`config.mk`:
```
export PLATFORM = sky130hd
export DESIGN_NAME = wash_scheduler
export DESIGN_NICKNAME = d
export VERILOG_FILES = /design/src/rtl/wash_pkg.sv /design/src/rtl/wash_rr_arbiter.sv /design/src/rtl/wash_scheduler.sv
export SDC_FILE = /design/constraint.sdc
export NUM_CORES = 1
export LEC_CHECK = 0
export ABC_AREA = 1
export BUFFER_PORTS_ARGS = -buffer_cell sky130_fd_sc_hd__buf_2
export CAP_MARGIN = 5
export CORE_UTILIZATION = 50
export DETAILED_ROUTE_END_ITERATION = 8
export PLACE_DENSITY = 0.85
export RECOVER_POWER = 50
export SKIP_CTS_REPAIR_TIMING = 1
export SLEW_MARGIN = 10
export SYNTH_ARGS = -nofsm -noshare
export SYNTH_HDL_FRONTEND = slang
export SYNTH_SLANG_ARGS = --single-unit
```
`constraint.sdc`:
```
create_clock -name clk_i -period 5.6 [get_ports clk_i]
set_input_delay 1.12 -clock clk_i [delete_from_list [all_inputs] [get_ports clk_i]]
set_output_delay 1.12 -clock clk_i [all_outputs]
set_load 0.02 [all_outputs]
```
`src/rtl/wash_pkg.sv`:
```
// Shared washing-machine stage encodings and scheduler state type.
// Used by the machine model and by wash_scheduler / wash_rr_arbiter.
package wash_pkg;

  localparam logic [2:0] STG_IDLE  = 3'd0;
  localparam logic [2:0] STG_FILL  = 3'd1;
  localparam logic [2:0] STG_WASH  = 3'd2;
  localparam logic [2:0] STG_RINSE = 3'd3;
  localparam logic [2:0] STG_SPIN  = 3'd4;
  localparam logic [2:0] STG_DONE  = 3'd5;

  typedef enum logic [2:0] {
    S_IDLE   = 3'd0,
    S_START  = 3'd1,
    S_RUN    = 3'd2,
    S_FINISH = 3'd3,
    S_FAULT  = 3'd4
  } sched_state_e;

endpackage

```
`src/rtl/wash_rr_arbiter.sv`:
```
// Combinational round-robin picker: search begins at ptr+1 and wraps modulo N_REQ.
// Zero latency; no backpressure, the winner is valid whenever any_o is high.
module wash_rr_arbiter #(
  parameter int N_REQ = 4,
  parameter int PTR_W = (N_REQ > 1) ? $clog2(N_REQ) : 1
) (
  input  logic [N_REQ-1:0] req_i,
  input  logic [PTR_W-1:0] ptr_i,
  output logic [N_REQ-1:0] gnt_o,
  output logic             any_o
);

  logic             found;
  logic [PTR_W-1:0] idx;

  always_comb begin
    gnt_o = '0;
    found = 1'b0;
    idx   = '0;
    for (int off = 1; off <= N_REQ; off++) begin
      idx = PTR_W'((int'(ptr_i) + off) % N_REQ);
      if (!found && req_i[idx]) begin
        gnt_o[idx] = 1'b1;
        found      = 1'b1;
      end
    end
  end

  assign any_o = |req_i;

endmodule

```
`src/rtl/wash_scheduler.sv`:
```
// Round-robin sharing of one washing machine among N_REQ requesters; outputs decode state+grant registers.
// Optional START/RUN watchdog and FAULT state enabled by WASH_SCHED_WDT_EN.
module wash_scheduler
  import wash_pkg::*;
#(
  parameter int N_REQ    = 4,
  parameter int START_TO = 8,
  parameter int RUN_TO   = 64
) (
  input  logic             clk_i,
  input  logic             rst_i,
  input  logic [N_REQ-1:0] req_i,
  input  logic             supply_i,
  input  logic [2:0]       stage_i,
  input  logic             fault_clr_i,
  output logic             cycle_o,
  output logic [N_REQ-1:0] grant_o,
  output logic [N_REQ-1:0] done_o,
  output logic             busy_o,
  output logic             fault_o
);

  localparam int PTR_W = $clog2(N_REQ);

  sched_state_e     state_q, state_d;
  logic [N_REQ-1:0] grant_q, grant_d;
  logic [PTR_W-1:0] ptr_q, ptr_d;
  logic [PTR_W-1:0] owner_idx;
  logic [N_REQ-1:0] win;
  logic             any_req;

  wash_rr_arbiter #(.N_REQ(N_REQ), .PTR_W(PTR_W)) u_arb (
    .req_i (req_i),
    .ptr_i (ptr_q),
    .gnt_o (win),
    .any_o (any_req)
  );

  always_comb begin
    owner_idx = '0;
    for (int i = 0; i < N_REQ; i++) begin
      if (grant_q[i]) owner_idx = PTR_W'(i);
    end
  end

`ifdef WASH_SCHED_WDT_EN
  localparam int WDT_W = $clog2(RUN_TO + 1);
  logic [WDT_W-1:0] wdt_q, wdt_d;
  logic             start_hit, run_hit;

  assign start_hit = (int'(wdt_q) + 1 >= START_TO);
  assign run_hit   = (int'(wdt_q) + 1 >= RUN_TO);
`else
  localparam int unused_timeouts = START_TO + RUN_TO;
  logic unused_fault_clr;
  assign unused_fault_clr = fault_clr_i;
`endif

  always_comb begin
    state_d = state_q;
    grant_d = grant_q;
    ptr_d   = ptr_q;
    unique case (state_q)
      S_IDLE: begin
        if (supply_i && any_req) begin
          grant_d = win;
          state_d = S_START;
        end
      end
      S_START: begin
        // An abandoned start is only possible before the machine has left IDLE.
        if (stage_i == STG_IDLE && !(|(req_i & grant_q))) begin
          grant_d = '0;
          state_d = S_IDLE;
        end else if (stage_i != STG_IDLE) begin
          state_d = S_RUN;
        end
`ifdef WASH_SCHED_WDT_EN
        else if (supply_i && start_hit) begin
          state_d = S_FAULT;
        end
`endif
      end
      S_RUN: begin
        if (stage_i == STG_DONE) begin
          state_d = S_FINISH;
        end
`ifdef WASH_SCHED_WDT_EN
        else if (supply_i && run_hit) begin
          state_d = S_FAULT;
        end
`endif
      end
      S_FINISH: begin
        ptr_d   = owner_idx;
        grant_d = '0;
        state_d = S_IDLE;
      end
      S_FAULT: begin
`ifdef WASH_SCHED_WDT_EN
        // grant_q still holds the faulted owner so it becomes the new pointer.
        if (fault_clr_i) begin
          ptr_d   = owner_idx;
          grant_d = '0;
          state_d = S_IDLE;
        end
`endif
      end
      default: begin
        grant_d = '0;
        state_d = S_IDLE;
      end
    endcase
  end

`ifdef WASH_SCHED_WDT_EN
  always_comb begin
    wdt_d = wdt_q;
    if (state_d != state_q) begin
      wdt_d = '0;
    end else if (supply_i && (wdt_q != {WDT_W{1'b1}})) begin
      wdt_d = wdt_q + {{(WDT_W-1){1'b0}}, 1'b1};
    end
  end

  always_ff @(posedge clk_i or posedge rst_i) begin
    if (rst_i) wdt_q <= '0;
    else       wdt_q <= wdt_d;
  end
`endif

  always_ff @(posedge clk_i or posedge rst_i) begin
    if (rst_i) begin
      state_q <= S_IDLE;
      grant_q <= '0;
      ptr_q   <= PTR_W'(N_REQ - 1);
    end else begin
      state_q <= state_d;
      grant_q <= grant_d;
      ptr_q   <= ptr_d;
    end
  end

  assign cycle_o = (state_q == S_START);
  assign busy_o  = (state_q == S_START) || (state_q == S_RUN) || (state_q == S_FINISH);
  assign grant_o = (state_q == S_FAULT) ? '0 : grant_q;
  assign done_o  = (state_q == S_FINISH) ? grant_q : '0;
`ifdef WASH_SCHED_WDT_EN
  assign fault_o = (state_q == S_FAULT);
`else
  assign fault_o = 1'b0;
`endif

endmodule

```
Word-level counts from Yosys, hierarchy flattened
Index checks and enable logic that the tools add are counted.
- latch bits: 0
- RAM bits: 0
- ROM bits: 0
- memories: 0
- register bits: 9
- output and inout bits: 11
- shifts and indexed selects: 0
- magnitude comparators: 8
- bitwise gates (word level): 6
- eq/ne operators: 9
- reduce and logical (&&, ||, !) cells: 23
- multiply operators: 0
- add/subtract/negate cells: 4
- divide/modulo/power cells: 0
- mux-type cells: 36
- operator list (operator ; count):
    $mux W4 ; 8
    $lt A2 B3 Y1 const B ; 4
    $mux W1 ; 12
    $mux W3 ; 4
    $or A4 B4 Y4 ; 3
    $pmux W3 S4 ; 1
    $pmux W4 S3 ; 1
    $logic_and A1 B1 Y1 ; 9
    $bmux W1 S2 ; 4
    $demux W1 S2 ; 4
    $ge A2 B1 Y1 const B ; 4
    $reduce_or A4 Y1 ; 2
    $eq A3 B2 Y1 const B ; 2
    $eq A3 B3 Y1 const B ; 2
    $logic_not A3 Y1 ; 2
    $add A2 B1 Y2 const B ; 2
    $add A2 B2 Y2 const B ; 2
    $and A4 B4 Y4 ; 1
    $logic_not A1 Y1 ; 4
    $mux W2 ; 2
    $ne A2 B2 Y1 const B ; 2
    $reduce_and A4 Y1 ; 1
    $eq A3 B1 Y1 const B ; 1
    $ne A3 B1 Y1 const B ; 1
    other kinds (6) ; 8

Longest topological paths before layout
Gate-level depths: netlist of the first run.
- word-level depth: 15
- gate-level depth with buffers: 11
- depth with buffers taken out: 11

By module
A second synthesis of the first run with hierarchy kept.
- cell total of the unflattened synthesis: 148
- area total of the unflattened synthesis: 932.1 µm²
- modules (own cells, without submodules) (module ; area an instance (µm²) ; cells an instance ; instances ; seq. area each (µm²)):
    wash_scheduler ; 504.2 ; 72 ; 1 ; 202.7
    wash_rr_arbiter ; 427.9 ; 76 ; 1 ; 0.0

Worst setup path before layout of the first run
OpenSTA, ideal clock, no wires.
- path type: register to output
- start point: register grant_q[2]
- end point: output port done_o[2]
- cell stages (with the launch flop): 3
- setup slack: 3.602 ns
- path buffers: 0
- arrival time: 0.878 ns
- path through: dfrtp_1 inv_1 nor2_1
- longest elaborated chain between the ends: 1
- RTL lines (what ; line ; RTL):
    start, declared ; wash_scheduler.sv:26 ; logic [N_REQ-1:0] grant_q, grant_d;
    start signal, assigned ; wash_scheduler.sv:139 ; grant_q <= grant_d;
    $mux W4 ; wash_scheduler.sv:147 ; assign done_o = (state_q == S_FINISH) ? grant_q : '0;
    end, declared ; wash_scheduler.sv:18 ; output logic [N_REQ-1:0] done_o,
No other way between the ends.

Worst setup path after layout of the first run
- start point: register state_q[1]
- end point: output port done_o[3]
- longest elaborated chain between the ends: 2
- RTL lines (what ; line ; RTL):
    start, declared ; wash_scheduler.sv:25 ; sched_state_e state_q, state_d;
    start signal, assigned ; wash_scheduler.sv:138 ; state_q <= state_d;
    $eq A3 B2 Y1 ; wash_scheduler.sv:147 ;
    $mux W4 ; wash_scheduler.sv:147 ;
No other way between the ends.

==> results of run 1 <==
## synth_stat cells
cell type	n	share of area, %
nand2_1	48	20
nand3_1	22	12
inv_1	14	5.9
ha_1	8	11
nor2_1	8	3.4
dfrtp_1	6	17
clkinv_1	4	1.7
inv_2	3	1.3
nand2_2	3	2.1
nand2_4	3	3.8
o21ai_1	3	1.7
a21oi_1	2	1.1
dfstp_2	2	5.9
nand3_4	2	4.0
nand4_1	2	1.4
nor2_4	2	2.5
o21ai_0	2	1.1
buf_4	1	0.85
conb_1	1	0.42
inv_4	1	0.71
nor3b_1	1	0.85
## state kept, by name (all words and copies together) (netlist names)
signal,cells
grant_q,4
ptr_q,2
state_q,2
## logic make-up (layout without fill, tap and decap cells)
group | count (synthesis) | after routing | share of synthesized area [%]
AOI/OAI and AO/OA | 7 | 7 | 3.96
adders and majority gates | 8 | 8 | 11.3
buffers and inverters | 23 | 45 | 10.5
DFF | 8 | 8 | 22.9
other | 1 | 1 | 0.424
and+or+nand+nor | 91 | 91 | 50.9
## stage by stage
step	hold WS, ns	instance area (um2)	cells
2_1_floorplan	0.464	885	138
3_3_place_gp	0.491	992	172
3_5_place_dp	0.498	992	172
4_1_cts	0.506	1020	176
5_1_grt	0.527	1020	176
6_report	0.509	1020	176
## cell type report
cell class	count	area share, %
Multi-Input combinational cell	107	58.0
Inverter	22	8.37
Timing Repair Buffer	19	9.11
Sequential cell	8	20.0
Tap cell	16	1.97
Clock buffer	4	2.59
## metal layers
metal	up-vias	track usage, %
li1	473	-
met1	402	29.9
met2	22	40.6
met3	2	1.22
met4	0	7.27
met5	-	0
## power by group through the flow
| stage | sequential, mW | combinational (mW) | clock (mW) |
|---|---|---|---|
| 6_report | 0.119 | 0.324 | 0.0494 |
| 5_1_grt | 0.123 | 0.361 | 0.0526 |
| 4_1_cts | 0.119 | 0.326 | 0.0495 |
| 3_5_place_dp | 0.120 | 0.325 | 0 |
| 3_3_place_gp | 0.118 | 0.315 | 0 |
| 2_1_floorplan | 0.123 | 0.244 | 0 |
## worst max path at each step
stage	from	to	slack, ns
6_report	state_q[1]	done_o[3]	3.31
5_1_grt	state_q[1]	done_o[3]	3.20
4_1_cts	state_q[1]	done_o[3]	3.30
3_5_place_dp	req_i[2]	grant_q[3]	3.45
3_3_place_gp	req_i[2]	grant_q[3]	3.48
2_1_floorplan	grant_q[2]	done_o[2]	3.60
==> metrics.md, run 1 <==
| Metric | Value |
|---|---|
| Power share of the sequential group | 24.2% |
| Pwr dens | 485 mW/mm2 |
| Fin Setup TNS | 0 ns |
| Final ANT Viol Nets | 0 |
| Die Area | ~0.0019 mm2 |
| Number of vias per cell | 5.11 |
| Max Used Layer | met4 |
| Setup Skew | 0.00684 ns |
| Worst R2R Path Depth | 11 |
| R2r setup slk | 3.56 ns |
| Met1 WL | 876 um |
| Power share of the clock group | 10.0% |
| Routed WL | 1940 um |
| Reg2reg start | ptr_q[0] |
| Syn Inst Count | 138 |
| Pre-CTS setup slack | about 3.5 ns |
| Most common cell after layout, fill and taps aside | nand2_1 |
| WL met3 | slightly above 70 um |
| Crit-path slowest cell | dfrtp_1 |
| Critical Path, Cell by Cell | nand2_1 -> inv_1 -> nand2_1 -> inv_2 -> buf_2 |
| Leak Pwr | 0.569 nW |
| DR iter-0 viols | 26 |
| NetSw | 273 uW |
| Hold path startpoint | state_q[0] |
| Syn Std Cell Area | between 800 and 900 um2 |
| Multi-input gate area | 589 um2 |
| Avg WL per Cell | about 11 um |
| Max Clk Rate | 437 MHz |
| CTS tree | built |
| Initial core utilization | 56.1% |
| H-tree depth | 1 |
| Register bit total from synthesis | 8 |
| CTS buffer count | 3 |
| Setup Viol. Count Final | 0 |
| Crit path max fanout | 4 |
| Final worst-path cycle share | 40.9% |
| Maxcap violations | 0 |
| Final hold vios | 0 |
| Port Buf Inserts | 19 |
| Worst-case clock buffer depth | 2 |
| Via count | 899 |
| Final #Nets | 180 |
| Startpoint types | register |
| Maximum vdd drop | around 310 uV |
| Most frequent cells in the layout | 48 x nand2_1, 22 x nand3_1, 17 x buf_2 |
| Max-slew violations | 0 |
| Register area share after synthesis | a little under a quarter |
| Total power draw | 492 uW |
| Skew-Pair Late Insertion Delay | 0.26 ns |
| Hold worst-path end | state_q[0] |
| Crit-path most repeated cell | nand2_1 |
| Delay-heaviest family, CP | flip-flops |
| Placer congestion estimate | 0.876 |
| Clk slew on worst S/H paths | ~0.06 ns |
| Largest net degree at the start of global routing | 12 |
| Row Count | 14 |
| Met2 wire length | 968 um |
| I/O Pins | 22 |
| Vias in the first global route | 780 |
| Switching part of the total | 55.4% |
| Syn_nets | 157 |
| Drt pass-1 iters | 4 |
| Die width | approximately 44 um |
| Residual DRC | 0 |
| Distinct cells, synth | 21 |
| Antenna violations before repair | 0 |
| Final Util | between 60% and 70% |
| Tot GR Track Use | 22.9% |
| Sink Count | 8 |
| Worst Path Buf+Inv | 3 |
| Endpoint type of the worst setup path | output pin |
| Filler Cell Count | 146 |
| Critical path required time | 4.48 ns |
| Hold Path Class | register to register |
| Layout area overhead | 14.9% |
| Final WS setup | between 3 and 4 ns |
| Arrival @ worst endpoint | between 1 and 1.5 ns |
| Worst hold stages | 1 |
| RR Endpoint | grant_q[2] |
| Placeable Area | 0.00158 mm2 |
| First-pass GRT wire length | 3330 um |
| ANT cells | 0 |
| Synth warn | 0 |
| Root Driver | clkbuf_4 |
| Post-DP HPWL | 1600 um |
| Fin crit period | 2.29 ns |
| Worst path depth | 5 |
| Status | finished, final reports clean |
| Int Pwr | approximately 220 uW |
| Max incr delay on CP | around 0.4 ns |
| Register area | 203 um2 |
| Share of layout cells above drive strength 1 | ~23% |
| Logic pwr share | between 60% and 70% |
| Syn avg cell area | 6.41 um2 |
| Congestion Overflow GR | 0 |
| RSZ-0062 raised after global routing | false |
| WS Path Type | register to output pin |
| Die Span Y | 44.1 um |
Note: power is estimated with default switching activity, not from simulation.
==> run 2, diff against run 1 <==
Settings changed: ABC_AREA 1 to 0, PLACE_DENSITY 0.85 to 0.86.
Clock period 5.6 ns to 2.3 ns, I/O delays scaled along.
==> run 2 against run 1 <==
  * Total power is 140% higher
  * Worst hold slack worse by 0.38 ns
  * Cell count is 30% lower
  * Flip-flop and latch count stayed put
  * Critical endpoint is now grant_q[0]
  * Largest cell class unchanged
  * Largest power group unchanged
  * Highest routed layer unchanged
==> metrics.md, run 2 <==
| Metric | Value |
|---|---|
| EDFF count, synth | 0 |
| Most common cell after layout, fill and taps aside | buf_2 |
| Crit path max fanout | 8 |
| Row Count | 14 |
| Distinct cells, synth | 34 |
| Tot GR Track Use | 22.7% |
| Status | finished, final reports clean |
| Layout area overhead | 17.2% |
| Largest net degree at the start of global routing | 13 |
| Hold Path Class | primary input to async pin |
| Register area | 203 um2 |
| Max-slew violations | 0 |
| Final worst-path cycle share | a little over nine tenths |
| Share of layout cells above drive strength 1 | 31.5% |
| Top cell type by total area after synthesis | dfrtp_1 |
| Die width | 42.2 um |
| Asr flop ratio synth | 100% |
| Maxcap violations | 0 |
| Initial core utilization | 53.6% |
| I/O Pins | 22 |
| First-pass GRT wire length | 3060 um |
| Die Span Y | roughly 42 um |
| Largest regs | grant_q (4), ptr_q (2), state_q (2) |
| Count leader, synth | inv_1 |
| Maximum vdd drop | 636 uV |
| Most frequent cells in the layout | 18 x buf_2, 11 x inv_1, 8 x a21oi_1, 8 x ha_1, 6 x dfrtp_1 |
| Post-DP HPWL | 1320 um |
| Max Clk Rate | 458 MHz |
| Routed WL | 1760 um |
| DR iter-0 viols | 7 |
| Placeable Area | 0.00151 mm2 |
| Max reg flops | 4 |
| ANT cells | 0 |
| Met1 WL | 787 um |
| Arrival @ worst endpoint | roughly 2.4 ns |
| Endpoint type of the worst setup path | register |
| Critical path required time | 2.50 ns |
| R2r setup slk | 0.12 ns |
| Non-filler cells, final | 124 |
| DP Area | approximately 920 um2 |
| Clk slew on worst S/H paths | approximately 0.06 ns |
| Die Area | about 0.0018 mm2 |
| Residual DRC | 0 |
| Met2 wire length | about 860 um |
| # placed instances | 121 |
| Final ANT Viol Nets | 0 |
| Final hold vios | 0 |
| Startpoint types | register |
| Pwr dens | 1240 mW/mm2 |
| Antenna violations before repair | 0 |
| Register bit total from synthesis | 8 |
| Number of vias per cell | 6.17 |
| Syn avg cell area | 9.28 um2 |
| Max Used Layer | met4 |
| Worst-case clock buffer depth | 2 |
| Finished layout cell area | about 950 um2 |
| Register area share after synthesis | approximately 25% |
| Synth top cells by count | 11 x inv_1, 8 x a21oi_1, 8 x ha_1 |
| Port Buf Inserts | 19 |
| Final #Nets | 129 |
| Total power draw | ~1.2 mW |
| RSZ-0062 raised after global routing | false |
| CTS tree | built |
| Fin Setup TNS | 0 ns |
| Sink Count | 8 |
| Avg WL per Cell | between 10 and 15 um |
| Biggest register | grant_q |
| Leak Pwr | between 0.4 and 0.5 nW |
| Setup Viol. Count Final | 0 |
| Root Driver | clkbuf_4 |
| Multi-input gate area | 536 um2 |
| Synth warn | 0 |
| Via count | 765 |
| Syn_nets | 106 |
| Placer congestion estimate | approximately 0.83 |
| Setup Skew | 0.00271 ns |
| Syn Std Cell Area | 807 um2 |
| WS Path Type | register to register |
| Share of the synthesized area in the top cell type | around a fifth |
| Synth area leaders | dfrtp_1 19%, ha_1 12%, dfstp_2 6.5% |
| Vias in the first global route | 670 |
| H-tree depth | 1 |
| Congestion Overflow GR | 0 |
| Drt pass-1 iters | 4 |
| Skew-Pair Late Insertion Delay | between 0.2 and 0.3 ns |
| Prevailing post-synth register cell | dfrtp_1 |
| CTS buffer count | 3 |
| Fin crit period | around 2.2 ns |
| Filler Cell Count | 138 |
| WL met3 | 83 um |
| Syn Inst Count | 87 |
## run 2: path summary, 6_finish.rpt
check                             end  startpoint  depth (start not counted)
min                        state_q[1]       rst_i                          2
max in group asynchronous    ptr_q[1]       rst_i                          2
min in group clk_i         grant_q[0]  grant_q[0]                          1
max reg2reg                grant_q[0]    ptr_q[1]                          5
max                        grant_q[0]    ptr_q[1]                          5
min reg2reg                grant_q[0]  grant_q[0]                          1
## run 2: power by group
| part | switching (mW) | total, mW | internal, mW |
|---|---|---|---|
| logic | 0.401 | 0.763 | 0.362 |
| registers | 0.0844 | 0.299 | 0.214 |
| clock network | 0.0545 | 0.115 | 0.0602 |
| total | 0.540 | 1.18 | 0.636 |
## run 2: layout make-up
| cell class | count | area share (%) |
|---|---|---|
| Timing Repair Buffer | 23 | 13.1 |
| Sequential cell | 8 | 21.4 |
| Clock buffer | 3 | 2.38 |
| Multi-Input combinational cell | 63 | 56.6 |
| Tap cell | 16 | 2.12 |
| Inverter | 11 | 4.37 |
## run 2: worst max-delay path, stage by stage (launching register included)
cell	delay, ns
dfstp_2	0.54
buf_4	0.15
mux4_2	0.59
or3b_1	0.39
a221oi_1	0.30
a221o_1	0.15
## run 2: through the flow
| step | utilization (%) | hold WS, ns | worst slack, ns |
|---|---|---|---|
| 2_1_floorplan | - | 0.274 | 0.0480 |
| 3_3_place_gp | 61.4 | 0.405 | 0.199 |
| 3_5_place_dp | 61.4 | 0.426 | 0.152 |
| 4_1_cts | 62.9 | 0.145 | 0.129 |
| 5_1_grt | 62.8 | 0.163 | 0.00636 |
| 6_report | 62.8 | 0.132 | 0.115 |
## run 2: kinds of logic (layout without fill, tap and decap cells)
| family | count (synthesis) | count (layout) | synth area share, % |
|---|---|---|---|
| fa+ha+maj | 8 | 8 | 12.4 |
| buf+inv | 16 | 37 | 8.06 |
| simple gates | 28 | 28 | 23.1 |
| flops | 8 | 8 | 25.1 |
| mux | 5 | 5 | 11.9 |
| compound gates | 21 | 21 | 18.9 |
| other cells | 1 | 1 | 0.465 |
## run 2: routing by layer
metal / vias to the layer above / GRT usage, %
met5: - / 0
li1: 366 / -
met2: 31 / 35.7
met3: 3 / 3.88
met4: 0 / 9.38
met1: 365 / 30.7
